<file path="src/rtl/im_fetch_master_if.sv">
// ---------------------------------------------------------------------------
// im_fetch_master_if
//   AXI read-address (AR) and read-data (R) channels of the instruction-fetch
//   master. This master is read-only, so there are no AW/W/B signals.
//
//   master modport : drives AR request and RReady, receives ARReady and R data
//   slave  modport : the mirror view (interconnect / boot ROM wrapper side)
//
//   Widths come from the AXI_*_BITS macros; defaults are supplied when the
//   surrounding build has not defined them.
// ---------------------------------------------------------------------------
`ifndef AXI_ID_BITS
`define AXI_ID_BITS 4
`endif
`ifndef AXI_ADDR_BITS
`define AXI_ADDR_BITS 32
`endif
`ifndef AXI_LEN_BITS
`define AXI_LEN_BITS 4
`endif
`ifndef AXI_SIZE_BITS
`define AXI_SIZE_BITS 3
`endif
`ifndef AXI_DATA_BITS
`define AXI_DATA_BITS 32
`endif

interface im_fetch_master_if;
  logic [`AXI_ID_BITS-1:0]   M_ARID;
  logic [`AXI_ADDR_BITS-1:0] M_ARAddr;
  logic [`AXI_LEN_BITS-1:0]  M_ARLen;
  logic [`AXI_SIZE_BITS-1:0] M_ARSize;
  logic [1:0]                M_ARBurst;
  logic                      M_ARValid;
  logic                      M_ARReady;

  logic [`AXI_ID_BITS-1:0]   M_RID;
  logic [`AXI_DATA_BITS-1:0] M_RData;
  logic [1:0]                M_RResp;
  logic                      M_RLast;
  logic                      M_RValid;
  logic                      M_RReady;

  modport master (
    output M_ARID, M_ARAddr, M_ARLen, M_ARSize, M_ARBurst, M_ARValid,
    input  M_ARReady,
    input  M_RID, M_RData, M_RResp, M_RLast, M_RValid,
    output M_RReady
  );

  modport slave (
    input  M_ARID, M_ARAddr, M_ARLen, M_ARSize, M_ARBurst, M_ARValid,
    output M_ARReady,
    output M_RID, M_RData, M_RResp, M_RLast, M_RValid,
    input  M_RReady
  );
endinterface

</file>
<file path="src/rtl/im_fetch_master.sv">
// ---------------------------------------------------------------------------
// im_fetch_master
//   CPU instruction-fetch AXI read master. Each fetch request becomes one
//   single-beat INCR read (ARLen=0, ARSize=word). The first R beat supplies
//   the instruction word; a flush (redirect) while the read is in flight
//   marks it dropped so the response is consumed silently.
//
// Ports
//   ACLK, ARESETn   clock; synchronous active-low reset
//   fetch_req       request, held with fetch_addr until fetch_valid
//   fetch_addr      byte address, bits [1:0] ignored
//   flush           one-cycle redirect pulse
//   fetch_valid     one-cycle pulse, fetch_data / fetch_err valid
//   fetch_data      registered instruction word
//   fetch_err       first beat's RResp was not OKAY
//   fetch_stall     fetch_req & ~fetch_valid
//   m_axi           AR / R channels (im_fetch_master_if.master)
//
// Configuration
//   IM_BUF_EN  when defined, adds a one-entry fetch buffer (tag, data,
//              valid); a hit in IDLE completes with no AXI traffic.
// ---------------------------------------------------------------------------
`ifndef AXI_ID_BITS
`define AXI_ID_BITS 4
`endif
`ifndef AXI_ADDR_BITS
`define AXI_ADDR_BITS 32
`endif
`ifndef AXI_LEN_BITS
`define AXI_LEN_BITS 4
`endif
`ifndef AXI_SIZE_BITS
`define AXI_SIZE_BITS 3
`endif
`ifndef AXI_DATA_BITS
`define AXI_DATA_BITS 32
`endif

module im_fetch_master #(
  parameter logic [`AXI_ID_BITS-1:0] MASTER_ID = `AXI_ID_BITS'd0
) (
  input  logic              ACLK,
  input  logic              ARESETn,
  input  logic              fetch_req,
  input  logic [31:0]       fetch_addr,
  input  logic              flush,
  output logic              fetch_valid,
  output logic [31:0]       fetch_data,
  output logic              fetch_err,
  output logic              fetch_stall,
  im_fetch_master_if.master m_axi
);

  localparam logic [1:0] IDLE = 2'd0;
  localparam logic [1:0] AR   = 2'd1;
  localparam logic [1:0] R    = 2'd2;
  localparam logic [1:0] DONE = 2'd3;

  logic [1:0]  state_q, state_d;
  logic [31:0] addr_q,  addr_d;
  logic        drop_q,  drop_d;
  logic        first_q, first_d;   // next R beat is the first of the burst
  logic [31:0] data_q,  data_d;
  logic        err_q,   err_d;

  logic        buf_hit;
  logic        cancel;             // this transaction is being discarded

`ifdef IM_BUF_EN
  logic [29:0] buf_tag_q,   buf_tag_d;
  logic [31:0] buf_data_q,  buf_data_d;
  logic        buf_valid_q, buf_valid_d;

  assign buf_hit = buf_valid_q && (buf_tag_q == fetch_addr[31:2]) && !flush;
`else
  assign buf_hit = 1'b0;
`endif

  // A flush arriving in the same cycle as a beat already counts as dropped,
  // so that beat cannot update the returned word either.
  assign cancel = drop_q | flush;

  always_comb begin
    state_d = state_q;
    addr_d  = addr_q;
    drop_d  = drop_q;
    first_d = first_q;
    data_d  = data_q;
    err_d   = err_q;
`ifdef IM_BUF_EN
    buf_tag_d   = buf_tag_q;
    buf_data_d  = buf_data_q;
    buf_valid_d = buf_valid_q;
`endif

    case (state_q)
      IDLE: begin
        // flush is deliberately ignored here: the request is a fresh one.
        if (fetch_req) begin
          addr_d = {fetch_addr[31:2], 2'b00};
          if (buf_hit) begin
`ifdef IM_BUF_EN
            data_d = buf_data_q;
`endif
            err_d   = 1'b0;
            state_d = DONE;
          end else begin
            state_d = AR;
          end
        end
      end

      AR: begin
        if (flush) drop_d = 1'b1;
        // ARValid stays up until the handshake even when dropped.
        if (m_axi.M_ARReady) begin
          state_d = R;
          first_d = 1'b1;
        end
      end

      R: begin
        if (flush) drop_d = 1'b1;
        if (m_axi.M_RValid) begin
          if (first_q && !cancel) begin
            data_d = m_axi.M_RData[31:0];
            err_d  = (m_axi.M_RResp != 2'b00);
          end
          first_d = 1'b0;
          if (m_axi.M_RLast) state_d = cancel ? IDLE : DONE;
        end
      end

      default: begin  // DONE
`ifdef IM_BUF_EN
        if (!err_q) begin
          buf_tag_d   = addr_q[31:2];
          buf_data_d  = data_q;
          buf_valid_d = 1'b1;
        end
`endif
        state_d = IDLE;
      end
    endcase

    if (state_d == IDLE) drop_d = 1'b0;
  end

  always_ff @(posedge ACLK) begin
    if (!ARESETn) begin
      state_q <= IDLE;
      addr_q  <= '0;
      drop_q  <= 1'b0;
      first_q <= 1'b0;
      data_q  <= '0;
      err_q   <= 1'b0;
`ifdef IM_BUF_EN
      buf_tag_q   <= '0;
      buf_data_q  <= '0;
      buf_valid_q <= 1'b0;
`endif
    end else begin
      state_q <= state_d;
      addr_q  <= addr_d;
      drop_q  <= drop_d;
      first_q <= first_d;
      data_q  <= data_d;
      err_q   <= err_d;
`ifdef IM_BUF_EN
      buf_tag_q   <= buf_tag_d;
      buf_data_q  <= buf_data_d;
      buf_valid_q <= buf_valid_d;
`endif
    end
  end

  // Handshake outputs decode the registered state only.
  assign m_axi.M_ARValid = (state_q == AR);
  assign m_axi.M_RReady  = (state_q == R);
  assign m_axi.M_ARAddr  = `AXI_ADDR_BITS'(addr_q);
  assign m_axi.M_ARID    = MASTER_ID;
  assign m_axi.M_ARLen   = '0;
  assign m_axi.M_ARSize  = `AXI_SIZE_BITS'(3'b010);
  assign m_axi.M_ARBurst = 2'b01;

  assign fetch_valid = (state_q == DONE) && !flush;
  assign fetch_data  = data_q;
  assign fetch_err   = err_q;
  assign fetch_stall = fetch_req && !fetch_valid;

  // RID is not needed with a single outstanding read.
  logic unused_ok;
  assign unused_ok = ^{m_axi.M_RID, fetch_addr[1:0]};

endmodule

</file>
<file path="src/flat_wrapper.sv">
// flat-port wrapper written by rule: the top's interface ports become plain ports
module im_fetch_master_flat 
#(
  parameter logic [`AXI_ID_BITS-1:0] MASTER_ID = `AXI_ID_BITS'd0
)
  (ACLK, ARESETn, fetch_req, fetch_addr, flush, fetch_valid, fetch_data, fetch_err, fetch_stall, m_axi_M_ARID, m_axi_M_ARAddr, m_axi_M_ARLen, m_axi_M_ARSize, m_axi_M_ARBurst, m_axi_M_ARValid, m_axi_M_ARReady, m_axi_M_RID, m_axi_M_RData, m_axi_M_RResp, m_axi_M_RLast, m_axi_M_RValid, m_axi_M_RReady);
  im_fetch_master_if m_axi_i ();
  input  logic ACLK;
  input  logic ARESETn;
  input  logic fetch_req;
  input  logic [31:0] fetch_addr;
  input  logic flush;
  output logic fetch_valid;
  output logic [31:0] fetch_data;
  output logic fetch_err;
  output logic fetch_stall;
  output wire logic [$bits(m_axi_i.M_ARID)-1:0] m_axi_M_ARID;
  output wire logic [$bits(m_axi_i.M_ARAddr)-1:0] m_axi_M_ARAddr;
  output wire logic [$bits(m_axi_i.M_ARLen)-1:0] m_axi_M_ARLen;
  output wire logic [$bits(m_axi_i.M_ARSize)-1:0] m_axi_M_ARSize;
  output wire logic [$bits(m_axi_i.M_ARBurst)-1:0] m_axi_M_ARBurst;
  output wire logic [$bits(m_axi_i.M_ARValid)-1:0] m_axi_M_ARValid;
  input wire logic [$bits(m_axi_i.M_ARReady)-1:0] m_axi_M_ARReady;
  input wire logic [$bits(m_axi_i.M_RID)-1:0] m_axi_M_RID;
  input wire logic [$bits(m_axi_i.M_RData)-1:0] m_axi_M_RData;
  input wire logic [$bits(m_axi_i.M_RResp)-1:0] m_axi_M_RResp;
  input wire logic [$bits(m_axi_i.M_RLast)-1:0] m_axi_M_RLast;
  input wire logic [$bits(m_axi_i.M_RValid)-1:0] m_axi_M_RValid;
  output wire logic [$bits(m_axi_i.M_RReady)-1:0] m_axi_M_RReady;
  assign m_axi_M_ARID = m_axi_i.M_ARID;
  assign m_axi_M_ARAddr = m_axi_i.M_ARAddr;
  assign m_axi_M_ARLen = m_axi_i.M_ARLen;
  assign m_axi_M_ARSize = m_axi_i.M_ARSize;
  assign m_axi_M_ARBurst = m_axi_i.M_ARBurst;
  assign m_axi_M_ARValid = m_axi_i.M_ARValid;
  assign m_axi_i.M_ARReady = m_axi_M_ARReady;
  assign m_axi_i.M_RID = m_axi_M_RID;
  assign m_axi_i.M_RData = m_axi_M_RData;
  assign m_axi_i.M_RResp = m_axi_M_RResp;
  assign m_axi_i.M_RLast = m_axi_M_RLast;
  assign m_axi_i.M_RValid = m_axi_M_RValid;
  assign m_axi_M_RReady = m_axi_i.M_RReady;
  im_fetch_master #(.MASTER_ID(MASTER_ID)) u_core (.ACLK(ACLK), .ARESETn(ARESETn), .fetch_req(fetch_req), .fetch_addr(fetch_addr), .flush(flush), .fetch_valid(fetch_valid), .fetch_data(fetch_data), .fetch_err(fetch_err), .fetch_stall(fetch_stall), .m_axi(m_axi_i));
endmodule
</file>
<file path="config.mk">
export PLATFORM = sky130hd
export DESIGN_NAME = im_fetch_master_flat
export DESIGN_NICKNAME = d
export VERILOG_FILES = /design/src/rtl/im_fetch_master_if.sv /design/src/rtl/im_fetch_master.sv /design/src/flat_wrapper.sv
export SDC_FILE = /design/constraint.sdc
export NUM_CORES = 1
export LEC_CHECK = 0
export BUFFER_PORTS_ARGS = -buffer_cell sky130_fd_sc_hd__buf_2
export CORE_AREA = 2 2 95 97
export DETAILED_ROUTE_END_ITERATION = 6
export DIE_AREA = 0 0 97 99
export PLACE_DENSITY = 0.63
export SLEW_MARGIN = 10
export SYNTH_ARGS = -nofsm -noshare
export SYNTH_HDL_FRONTEND = slang
export SYNTH_SLANG_ARGS = --single-unit
</file>
<file path="constraint.sdc">
create_clock -name ACLK -period 1.98 [get_ports ACLK]
set_clock_uncertainty 0.05 [all_clocks]
set_input_delay 0.099 -clock ACLK [delete_from_list [all_inputs] [get_ports ACLK]]
set_output_delay 0.099 -clock ACLK [all_outputs]
set_load 0.01 [all_outputs]
</file>
== Word level (Yosys, flattened, before mapping) ==
Index checks and enable logic that the tools add are counted.
Widths: inputs -> output; s select.
Storage, ports and cells
  bits in registers: 67
  bits in latches: 0
  bits in writable memories: 0
  memory bits (read-only): 0
  input bits: 77
  word-level logic and storage cells: 38
  memories kept: 0
Operators by class
  $add $sub $neg: 0
  multiply operators: 0
  div/mod/pow operators: 0
  order comparisons: 0
  eq/ne operators: 5
  shifts and indexed selects: 0
  muxes and demuxes: 9
  bitwise gates (word level): 2
  reductions and logical operators: 16
Operator list (count)
  $mux 2: 5
  $pmux 2 s3: 1
  $reduce_and 3->1: 2
  $eq 2x2->1 const B: 2
  $logic_not 2->1: 2
  $reduce_and 2->1: 2
  $reduce_bool 2->1: 2
  $reduce_or 2->1: 2
  $logic_and 1x1->1: 3
  $logic_not 1->1: 3
  $eq 2x1->1 const B: 1
  $mux 1: 2
  $ne 2x1->1 const B: 1
  $ne 2x2->1 const B: 1
  $pmux 1 s2: 1
  $not 1->1: 1
  $or 1x1->1: 1

== Longest topological paths before layout ==
  depth after elaboration: 7
  mapped depth: 7
  gate-level depth less buffers: 6

== Worst setup path before layout ==
No wires, ideal clock.
  path kind: register to register
  start: reg u_core.state_q[0]
  end: reg u_core.data_q[26], in the netlist u_core.fetch_data[26]
  arrival: 1.289 ns
  data required time: 1.812 ns
  path slack: 0.523 ns
  cell stages (with the launch flop): 8
  path buffers: 2
  clock period less this slack: 1.457 ns
  cell sequence: dfxtp_1 inv_1 ha_1 and4_1 buf_6 buf_12 nand2_1 a21boi_2
Between the ends
  cells in the longest elaborated chain, start to end: 2
RTL lines
  start: declaration: RTL line im_fetch_master.sv:59  | logic [1:0] state_q, state_d;
  start signal: assignment: RTL line im_fetch_master.sv:163  | state_q <= state_d;
  $eq 2x2->1
  named net m_axi_M_RReady: RTL line flat_wrapper.sv:29  | output wire logic [$bits(m_axi_i.M_RReady)-1:0] m_axi_M_RReady;
  $reduce_and 3->1 (no source line)
  end signal: assignment: RTL line im_fetch_master.sv:167  | data_q <= data_d;
  end: declaration: RTL line im_fetch_master.sv:63  | logic [31:0] data_q, data_d;
The timed path passes the listed nets, and every way through them passes these cells.
A chain may end at the register's enable or synchronous reset.

== Final worst setup path ==
  start: reg u_core.state_q[0]
  end: reg u_core.addr_q[23], in the netlist u_core.m_axi.M_ARAddr[23]
Between the ends
  cells in the longest elaborated chain, start to end: 2
RTL lines
  $logic_not 2->1: RTL line im_fetch_master.sv:96  | case (state_q)
  $reduce_and 2->1 (no source line)
  end signal: assignment: RTL line im_fetch_master.sv:164  | addr_q <= addr_d;
  end: declaration: RTL line im_fetch_master.sv:60  | logic [31:0] addr_q, addr_d;
Every way passes these cells.

==> results.cfg <==
[clocking]
cts.clk_slew.worst_paths_ps = 70
worstSkewPairLatency_ps = 330
clock-sinks = 67
clk_path_buf_depth = 2
cts_max_level = 3
tritoncts = built
cts-root-buf = sky130_fd_sc_hd__clkbuf_8
tritoncts.num_buffers = 9

[power_and_ir_drop]
internal-power_mw = 2.11
peakVddDrop_mv = 0.326
finalPower_mw = 2.82
switching_share = 0.252
p_seq_frac = 0.506
comb_power_share = 0.155
total_switching_power_uw = 712
static_leakage_nw = 1.96
clock_power_share = 0.339
power.density_cell_area_nw_per_um2 = 648

[global_route]
grt_pass1_wl_um = 12600
pin_count_of_the_biggest_net_entering_global_routing = 35
grt_overflow = 0
grtUsageTotal = 0.159
number_of_global_route_vias_before_repair = 2783
initial_antenna_violation_count = 0

[setup_path]
setup.worst_path.end = u_core.m_axi.M_ARAddr[23]
critical_path.max_stage_delay_ps = 530
r2r-start = u_core.state_q[0]
worstPathRequired_ps = 2180
setup.worst_path.start = u_core.state_q[0]
critical_path.slowest_cell = sky130_fd_sc_hd__and2_2
timing.critical_path.cells = inv_1 > ha_1 > and2_2 > nand2_1 > a21boi_0
regToRegEndpoint = u_core.m_axi.M_ARAddr[23]
worst-endpoint-arrival_ps = 1830
reg2reg_depth = 5
end_kind = flop
crit_fanout = 30
worst-r2r-setup-slack_ps = 350
cp-start-kind = flop
worstSetupPathType = reg -> reg

[sta]
achievable-frequency_ghz = 0.613
worstMarginPinSlew_ps = 563
setup-violations-final = 0
finalHoldViolations = 0
period_minus_slack_ps = 1630
grt_setup_unrepaired = no
fin_crit_sh = 0.824
slew_viol_final = 0
timing.setup.tns_ps = 0
maxSlewHeadroom = 0.624

[routing]
drt_pass_1_iters = 4
wire_per_inst_um = 11.8
number_of_remaining_drc_errors = 0
postRouteWirelength_um = 7460
routed-via-count = 2772
routed_via_density = 4.38
drt-initial-drc-count = 60
postRouteAntennaNets = 0

[die]
die-height_um = 99
fp.coreArea_um2 = 8550
std_cell_rows = 34
floorplan.die_area_um2 = 9600
dieWidth_um = 97
pin_count = 159
effective_utilization_at_floorplan = 0.341

[layout]
final.fill_count = 787
postLayoutCoreUtil = 0.510
fin_nets = 602
synthToLayoutAreaGrowth_pct = 49.5
num_antenna_cells = 0
layout_cells_sized_above_1 = 0.356

[min_path]
hold_class = in -> reg

[logic_synthesis]
synth.top_cells.by_area = sky130_fd_sc_hd__dfxtp_1, sky130_fd_sc_hd__nand2_1, sky130_fd_sc_hd__a21boi_2, sky130_fd_sc_hd__a21boi_0, sky130_fd_sc_hd__buf_4
netlist.area_leader.share = 0.460
synth_flop_cell = sky130_fd_sc_hd__dfxtp_1
post_synth.cell_area_avg_um2 = 8.88
synth-seq-area-share = 0.460
post_synth_num_cell_types = 28
synthTopCellsByCount = sky130_fd_sc_hd__nand2_1, sky130_fd_sc_hd__dfxtp_1, sky130_fd_sc_hd__a21boi_2
cell_with_the_most_instances_after_synthesis = sky130_fd_sc_hd__nand2_1
syn_inst = 328
netlist_area_pre_place_um2 = 2910
postSynth.asyncResetShare = 0
ys_ff_latch = 67
post-synth-top-area-cell = sky130_fd_sc_hd__dfxtp_1
synth_warn = 0
number_of_enable_flip_flop_cells_after_synthesis = 0

[placement]
dpl.hpwl_um = 4650
gpl.final_weighted_congestion = 0.717
port_buffers = 137

[outcome]
status = complete, no violations

[run]
maxCapViolCount = 0
-- worst min path at each step --
stage	start	end	slack, ps	depth (start not counted)
floorplan	fetch_addr[22]	u_core.m_axi.M_ARAddr[22]	180	2
global placement	fetch_addr[27]	u_core.m_axi.M_ARAddr[27]	290	3
detailed placement	fetch_addr[28]	u_core.m_axi.M_ARAddr[28]	300	3
CTS	m_axi_M_RResp[0]	u_core.fetch_err	20	3
global route	m_axi_M_RResp[0]	u_core.fetch_err	30	3
finish	m_axi_M_RResp[0]	u_core.fetch_err	40	3
-- worst max-delay path, delay by kind of cell, from the launching register on --
family / cells / cell delay (ps)
AND/OR/NAND/NOR: 2 / 650
flip-flops: 1 / 350
adder cells (fa/ha/maj): 1 / 210
AO/OA/AOI/OAI: 1 / 190
buffers and inverters: 1 / 100
-- flip-flops by register name (all words and copies together) (netlist names) --
signal                 flops
u_core.fetch_data         32
u_core.state_q             2
u_core.m_axi.M_ARAddr     30
u_core.first_q             1
u_core.fetch_err           1
u_core.drop_q              1
-- metal layers --
layer | vias to the layer above | GRT usage | wire length (um)
met5 | - | 0 | 0
met1 | 1254 | 0.179 | 3160
met4 | 0 | 0.0433 | 71
li1 | 1409 | - | -
met2 | 103 | 0.282 | 3600
met3 | 6 | 0.0624 | 628
-- cell families (layout without fill, tap and decap cells) --
logic type / after synthesis / in the layout / share of synthesized area
DFF: 67 / 67 / 0.460
buffers and inverters: 38 / 222 / 0.0970
adders and majority gates: 4 / 4 / 0.0172
and+or+nand+nor: 143 / 143 / 0.200
AOI/OAI and AO/OA: 74 / 74 / 0.223
other: 2 / 15 / 0.00258
-- power groups by stage --
stage | Sequential (mW) | Clock, mW | Combinational (mW)
6_report | 1.43 | 0.956 | 0.438
5_1_grt | 1.43 | 1.07 | 0.486
4_1_cts | 1.43 | 1.01 | 0.436
3_5_place_dp | 1.46 | 0 | 0.342
3_3_place_gp | 1.45 | 0 | 0.337
2_1_floorplan | 1.48 | 0 | 0.188
-- stage by stage --
step,instance area (um^2),std cells,worst slack [ps],hold WS (ps)
after floorplan,2960,341,523,184
after global placement,3570,556,107,290
after detailed placement,3570,556,13.7,296
after CTS,4360,633,5.04,20.9
after global routing,4360,633,176,25.6
final,4360,633,348,35.5
-- final cells by class --
type | instances | area, um^2 | share of cell area
Timing Repair Buffer | 204 | 1370 | 0.314
Clock buffer | 12 | 145 | 0.0333
Inverter | 3 | 11.3 | 0.00258
Clock inverter | 3 | 15.0 | 0.00345
Sequential cell | 67 | 1340 | 0.308
Tap cell | 108 | 135 | 0.0310
Multi-Input combinational cell | 236 | 1340 | 0.308
-- placed cells by master, fill, tap and decap left out, drive strengths merged --
cell type	netlist	final
a21boi	65	65
a21oi	3	3
and2	1	1
and2b	1	1
and3b	2	2
and4	1	1
and4bb	1	1
buf	26	142
clkbuf	9	12
clkinv	0	3
conb	2	15
dfxtp	67	67
dlygate4sd3	0	62
ha	4	4
inv	3	3
nand2	128	128
nand3	1	1
nand4	1	1
nor2	3	3
nor2b	1	1
nor3	1	1
nor3b	2	2
o211ai	1	1
o21a	1	1
o21ai	4	4
-- what timing repair did --
item,CTS,global route
hold buffers,62,0
buffers inserted,0,0
endpoints found under the hold margin,62,0
gates resized for setup,0,1
endpoints found under the setup margin,0,30
Power figures use the tool's default switching activity.
